<file path="src/rtl/regfile_write_port.sv">
// Write side of the 32-entry register file.
// Write-back requests enter a 2-deep in-order queue over a valid/ready handshake.
// The queue retires one entry per enabled cycle into the bank through a one-hot decode.
// The bank is exposed flat for the read muxes.
// A pending-write query supports hazard detection.
module regfile_write_port #(
    parameter int n        = 8,
    parameter bit ZERO_REG = 1'b1
) (
    input  logic            clk,
    input  logic            rst_n,
    input  logic            in_valid,
    output logic            in_ready,
    input  logic [4:0]      in_select,
    input  logic [n-1:0]    in_data,
    input  logic            commit_en,
    input  logic            flush,
    input  logic [4:0]      query_select,
    output logic            query_hit,
    output logic [1:0]      count,
    output logic [32*n-1:0] regs_flat
);

    logic [4:0]   r_q_sel  [2];
    logic [n-1:0] r_q_data [2];
    logic         r_head;
    logic         r_tail;
    logic [1:0]   r_count;
    logic [n-1:0] r_regs   [32];

    logic         w_accept;
    logic         w_commit;
    logic [4:0]   w_head_sel;
    logic [n-1:0] w_head_data;
    logic [31:0]  w_dec;
    logic [1:0]   w_entry_valid;

    // Readiness comes from occupancy alone, never from a same-cycle commit.
    assign in_ready    = (r_count != 2'd2);
    assign count       = r_count;
    assign w_accept    = in_valid && in_ready && !flush;
    assign w_commit    = (r_count != 2'd0) && commit_en && !flush;
    assign w_head_sel  = r_q_sel[r_head];
    assign w_head_data = r_q_data[r_head];

    // One-hot write enable for the head entry; register 31 is never enabled when hard-wired zero.
    always_comb begin
        w_dec             = 32'd0;
        w_dec[w_head_sel] = w_commit;
        if (ZERO_REG) begin
            w_dec[31] = 1'b0;
        end
    end

    // Queue storage, pointers and occupancy; flush empties the queue and blocks accept and commit.
    always_ff @(posedge clk or negedge rst_n) begin
        if (!rst_n) begin
            r_q_sel[0]  <= 5'd0;
            r_q_sel[1]  <= 5'd0;
            r_q_data[0] <= '0;
            r_q_data[1] <= '0;
            r_head      <= 1'b0;
            r_tail      <= 1'b0;
            r_count     <= 2'd0;
        end else if (flush) begin
            r_head  <= 1'b0;
            r_tail  <= 1'b0;
            r_count <= 2'd0;
        end else begin
            if (w_accept) begin
                r_q_sel[r_tail]  <= in_select;
                r_q_data[r_tail] <= in_data;
                r_tail           <= ~r_tail;
            end
            if (w_commit) begin
                r_head <= ~r_head;
            end
            case ({w_accept, w_commit})
                2'b10:   r_count <= r_count + 2'd1;
                2'b01:   r_count <= r_count - 2'd1;
                default: r_count <= r_count;
            endcase
        end
    end

    // Register bank; the head entry lands in whichever register its decode selects.
    always_ff @(posedge clk or negedge rst_n) begin
        if (!rst_n) begin
            for (int i = 0; i < 32; i++) begin
                r_regs[i] <= '0;
            end
        end else begin
            for (int i = 0; i < 32; i++) begin
                if (w_dec[i]) begin
                    r_regs[i] <= w_head_data;
                end
            end
        end
    end

    // Occupied slots: with one entry only the head slot holds live data.
    always_comb begin
        w_entry_valid[0] = (r_count == 2'd2) || ((r_count == 2'd1) && (r_head == 1'b0));
        w_entry_valid[1] = (r_count == 2'd2) || ((r_count == 2'd1) && (r_head == 1'b1));
    end

    // Pending-write lookup; the zero register never has a meaningful pending write.
    always_comb begin
        query_hit = (w_entry_valid[0] && (r_q_sel[0] == query_select))
                 || (w_entry_valid[1] && (r_q_sel[1] == query_select));
        if (ZERO_REG && (query_select == 5'd31)) begin
            query_hit = 1'b0;
        end
    end

    genvar gi;
    generate
        for (gi = 0; gi < 32; gi++) begin : g_flat
            if (ZERO_REG && (gi == 31)) begin : g_zero
                assign regs_flat[gi*n +: n] = '0;
            end else begin : g_reg
                assign regs_flat[gi*n +: n] = r_regs[gi];
            end
        end
    endgenerate

endmodule
</file>
<file path="config.mk">
export PLATFORM = sky130hd
export DESIGN_NAME = regfile_write_port
export DESIGN_NICKNAME = d
export VERILOG_FILES = /design/src/rtl/regfile_write_port.sv
export SDC_FILE = /design/constraint.sdc
export NUM_CORES = 1
export LEC_CHECK = 0
export CAP_MARGIN = 20
export CORE_UTILIZATION = 29
export CTS_CLUSTER_DIAMETER = 30
export DETAILED_ROUTE_END_ITERATION = 8
export PLACE_DENSITY_LB_ADDON = 0.15
export SYNTH_ARGS = -nofsm -noshare
export SYNTH_HDL_FRONTEND = slang
export SYNTH_SLANG_ARGS = --single-unit
</file>
<file path="constraint.sdc">
create_clock -name clk -period 4.3 [get_ports clk]
set_input_delay 0.86 -clock clk [delete_from_list [all_inputs] [get_ports clk]]
set_output_delay 0.86 -clock clk [all_outputs]
set_load 0.01 [all_outputs]
</file>
# Word-level counts from Yosys, hierarchy flattened
# Cells that the tools add are included.
# classes
n_addsub,2
order_cmp,5
eq_ne,8
n_mux,21
bitwise_logic,6
n_reduce_logical,19
# ops
op,count
8-bit two-way mux,4
31-bit bitwise AND,1
5-bit two-way mux,4
16-bit bitwise mux,1
10-bit bitwise mux,1
5-bit equality test,2
1-bit logical AND,10
8-bit demux with 1-bit select,1
5-bit by 6-bit less-than comparator with 1-bit output (second input constant),1
1-bit two-way mux,6
2-bit nonzero test,3
1-bit demux with 5-bit select,1
5-bit demux with 1-bit select,1
5-bit equality test (second input constant),1
5-bit by 1-bit greater-or-equal comparator with 1-bit output (second input constant),1
2-bit by 1-bit equality test with 1-bit output (second input constant),2
2-bit equality test (second input constant),2
2-bit greater-or-equal comparator (second input constant),2
1-bit inverter with 2-bit output,2
2-bit one-hot mux with 2 select lines,1
1-bit logical OR,3
1-bit inverter,3
3-bit nonzero test,1
2-bit by 1-bit adder with 2-bit output (second input constant),1
other kinds (6),6
# word_totals
ff_bits,278
inputBits,23
out_inout_bits,260
wordCells,99

# Logic depth before layout (Yosys ltp)
# logic_depth
ltp_word,9
depth_mapped,8
depth_no_buf,6

# Least setup slack after synthesis
# No wires, ideal clock.
# synth_path
kind,input -> output
startpoint,input port query_select[0]
endpoint,output port query_hit
t_arrival_ns,1.684
t_required_ns,3.440
slack_ns,1.756
path_stages,4
n_path_buf,0
path_cell_list,xor2_1 a2111oi_0 a22oi_1 a31oi_1
# synth_via
elab_chain_cells,4
word_cells_on_any_way,7
classes_between,eq/ne: 3; mux: 1; reduce/logical: 3
# synth_rtl
item,line,source
"start, declared",18,"input logic [4:0] query_select,"
5-bit equality test (on tied branches),"109, 110",
1-bit logical AND (on tied branches),"109, 110",
1-bit logical OR,110,|| (w_entry_valid[1] && (r_q_sel[1] == query_select));
1-bit two-way mux (*),111,if (ZERO_REG && (query_select == 5'd31)) begin
"end, declared",19,"output logic query_hit,"
# Mark *: on every way between the ends. The rest lies on a longest branch, timed or not.

# Worst setup path in the final report
# Same ends and word-level chain as after synthesis.

==> flow_summary_export.csv <==
group,metric,value,unit
run_status,status,"completed",
clock_tree,numCtsBuffers,83,
placement,finalWeightedCongestion,0.710,
yosys,yosys_register_bits,278,
floorplan,rows,72,
setup_path,end_kind,"output port",
routing,vias,7325,
setup_path,path_delay_family,"buffers and inverters",
clock_tree,clkTransAtPathRegs,40,ps
floorplan,fp.coreArea,38600,um^2
power_and_ir_drop,intPower,10200,uW
clock_tree,hold_buffers,0,
setup_path,cp_data_arrival_time,2720,ps
clock_tree,cts_buffer_depth,3,
floorplan,start_util,29.3,%
setup_path,cp_data_required_time,3440,ps
sta,rsz0062_at_grt,"false",
clock_tree,tritoncts,"yes",
yosys,synth_top_area_cell,"dfrtp_1",
routing,drc,0,
placement,dp.cells,1472,
routing,ant_nets,0,
yosys,yosysUniqueCellTypes,44,
setup_path,reg2regPathDepth,5,
routing,wl_per_cell,21.3,um
yosys,synthFlopType,"dfrtp_1",
yosys,synth.most_common_cell,"dfrtp_1",
global_routing,grt_max_degree,86,
cells_and_area,area_growth_syn_to_layout,53.9,%
global_routing,grt_pass1_wl,51700,um
sta,period_share,83.2,%
floorplan,die_y,200,um
yosys,synth_warnings,0,
power_and_ir_drop,leakage,0.00806,uW
sta,tightest_slew,1070,ps
cells_and_area,drive_gt1_share,41.7,%
power_and_ir_drop,switching_share,30.7,%
setup_path,start_kind,"input port",
routing,drt_iter0_markers,237,
setup_path,crit_buf_inv,2,
routing,wl,34400,um
worst_hold_path,min_path_type,"in2async",
floorplan,dieArea,39900,um^2
clock_tree,postCtsSetupBuffers,0,
placement,hpwl,21200,um
sta,relSlewSlack,28.4,%
floorplan,fp.dieW,200,um
power_and_ir_drop,cellPowerDensity,842,nW/um^2
global_routing,gr-total-overflow,0,
power_and_ir_drop,power_frac_clock,42.1,%
setup_path,startpoint,"query_select[0]",
run,maxCapViolations,0,
yosys,ys_seq_area_share,61.4,%
yosys,syn_area,11300,um^2
power_and_ir_drop,seq_power_share,27.9,%
routing,drt-pass1-iter-count,6,
placement,port_buffers,274,
global_routing,grt_pass1_vias,7846,
sta,fmax,0.280,GHz
cells_and_area,nFillCells,3473,
yosys,yosys-top-cells-area,"dfrtp_1, mux2_2, mux2_4",
clock_tree,clk_latency,580,ps
setup_path,cpMaxStageDelayCell,"clkdlybuf4s50_1",
sta,drv_slew,0,
yosys,synth_enable_flop_cells,0,
global_routing,grt_usage,17.6,%
clock_tree,h-tree-depth,3,
sta,finalHoldViolCount,0,
yosys,synthTopCellsByCount,"dfrtp_1, mux2_2, clkbuf_1",
setup_path,cp_num_cells,6,
setup_path,crit_path_frequent_cell,"clkdlybuf4s50_1",
cells_and_area,final_cells,1616,
clock_tree,cts.sinks,278,
yosys,yosysTopAreaCellShare,61.4,%
cells_and_area,finalNetCount,1065,
sta,fin_skew,17.5,ps
floorplan,io_pins,283,
sta,setup_viol,0,
setup_path,crit_chain,"clkdlybuf4s50_1, xor2_1, a2111oi_0, a22oi_1, a31oi_1, clkdlybuf4s50_1",
routing,via_per_inst,4.53,
power_and_ir_drop,switchingPower,4520,uW
setup_path,timing.critical_path.slowest_cell_delay,560,ps
sta,tns,0,ps
setup_path,path_class,"in2out",
sta,fin_crit,3580,ps
clock_tree,clock-root-buffer,"clkbuf_16",
clock_tree,ctsResizeCount,0,
power_and_ir_drop,irDropWorstVdd,0.417,mV
yosys,synthCells,715,
yosys,syn_area_per_cell,15.9,um^2
power_and_ir_drop,pwr-share-comb,29.9,%
cells_and_area,insertedDiodeCount,0,
yosys,async_flop_share,100,%
setup_path,r2r-start,"r_head",
global_routing,antenna_found_initial,0,
setup_path,worst-path-max-fanout,3,
[power groups by stage]
stage,Sequential (uW),Combinational (uW),Clock [uW]
detailed placement,4130,4460,0
finish,4100,4400,6190
global route,4230,4700,6470
CTS,4110,4480,6310
floorplan,4370,1640,0
global placement,4110,4460,0
[stage by stage]
step	hold WS [ps]	area, um^2	total power (uW)	setup slack (ps)	util [%]
2_1_floorplan	475	11400	6010	1760	-
3_3_place_gp	484	14600	8570	707	37.7
3_5_place_dp	493	14600	8590	712	37.7
4_1_cts	303	17400	14900	707	45.1
5_1_grt	320	17400	15400	605	45.1
6_report	277	17400	14700	724	45.1
[area by class of cell]
class	instances	area [um^2]	share of cell area, %
Clock buffer	111	2390	13.7
Clock inverter	33	502	2.88
Inverter	7	26.3	0.151
Multi-Input combinational cell	387	4090	23.4
Sequential cell	278	6960	39.9
Tap cell	518	648	3.72
Timing Repair Buffer	282	2830	16.2
[registers in the layout (all words and copies together), names as in the netlist]
name	count
r_head	1
regs_flat	248
r_q_sel	10
count	2
r_tail	1
r_q_data	16
[cell families after synthesis]
group                      count (synthesis)  share of synthesized area (%)
adders and majority gates                  3                          0.331
AOI/OAI and AO/OA                         18                           1.52
DFF                                      278                           61.4
muxes                                    280                           28.3
other                                      1                         0.0331
and+or+nand+nor                           65                           4.56
xor gates and xnor gates                  13                           1.00
buffers and inverters                     57                           2.87
[cell usage in the layout (no fill, tap or decap), drive strengths merged, types with 9 or more instances in the layout]
cell type / n
bufinv: 10
clkinv: 18
buf: 9
clkbuf: 111
inv: 10
nor3: 19
mux2: 279
clkdlybuf4s50: 273
nor2: 16
xor2: 11
dfrtp: 278
[path summary, 6_finish.rpt]
check | to | slack [ps]
max | query_hit | 720
min | count[1] | 280
max reg2reg | regs_flat[106] | 1400
min reg2reg | r_q_data[3] | 500
max in group asynchronous | regs_flat[190] | 2960
min in group clk | r_q_data[3] | 500
[metal layers]
metal | vias up | global-route usage [%] | wire length, um
li1 | 3205 | - | -
met1 | 3789 | 22.8 | 15100
met2 | 274 | 25.7 | 15300
met3 | 57 | 8.42 | 3340
met4 | 0 | 5.91 | 676
met5 | - | 0 | 0
(Power assumes the default switching activity.)
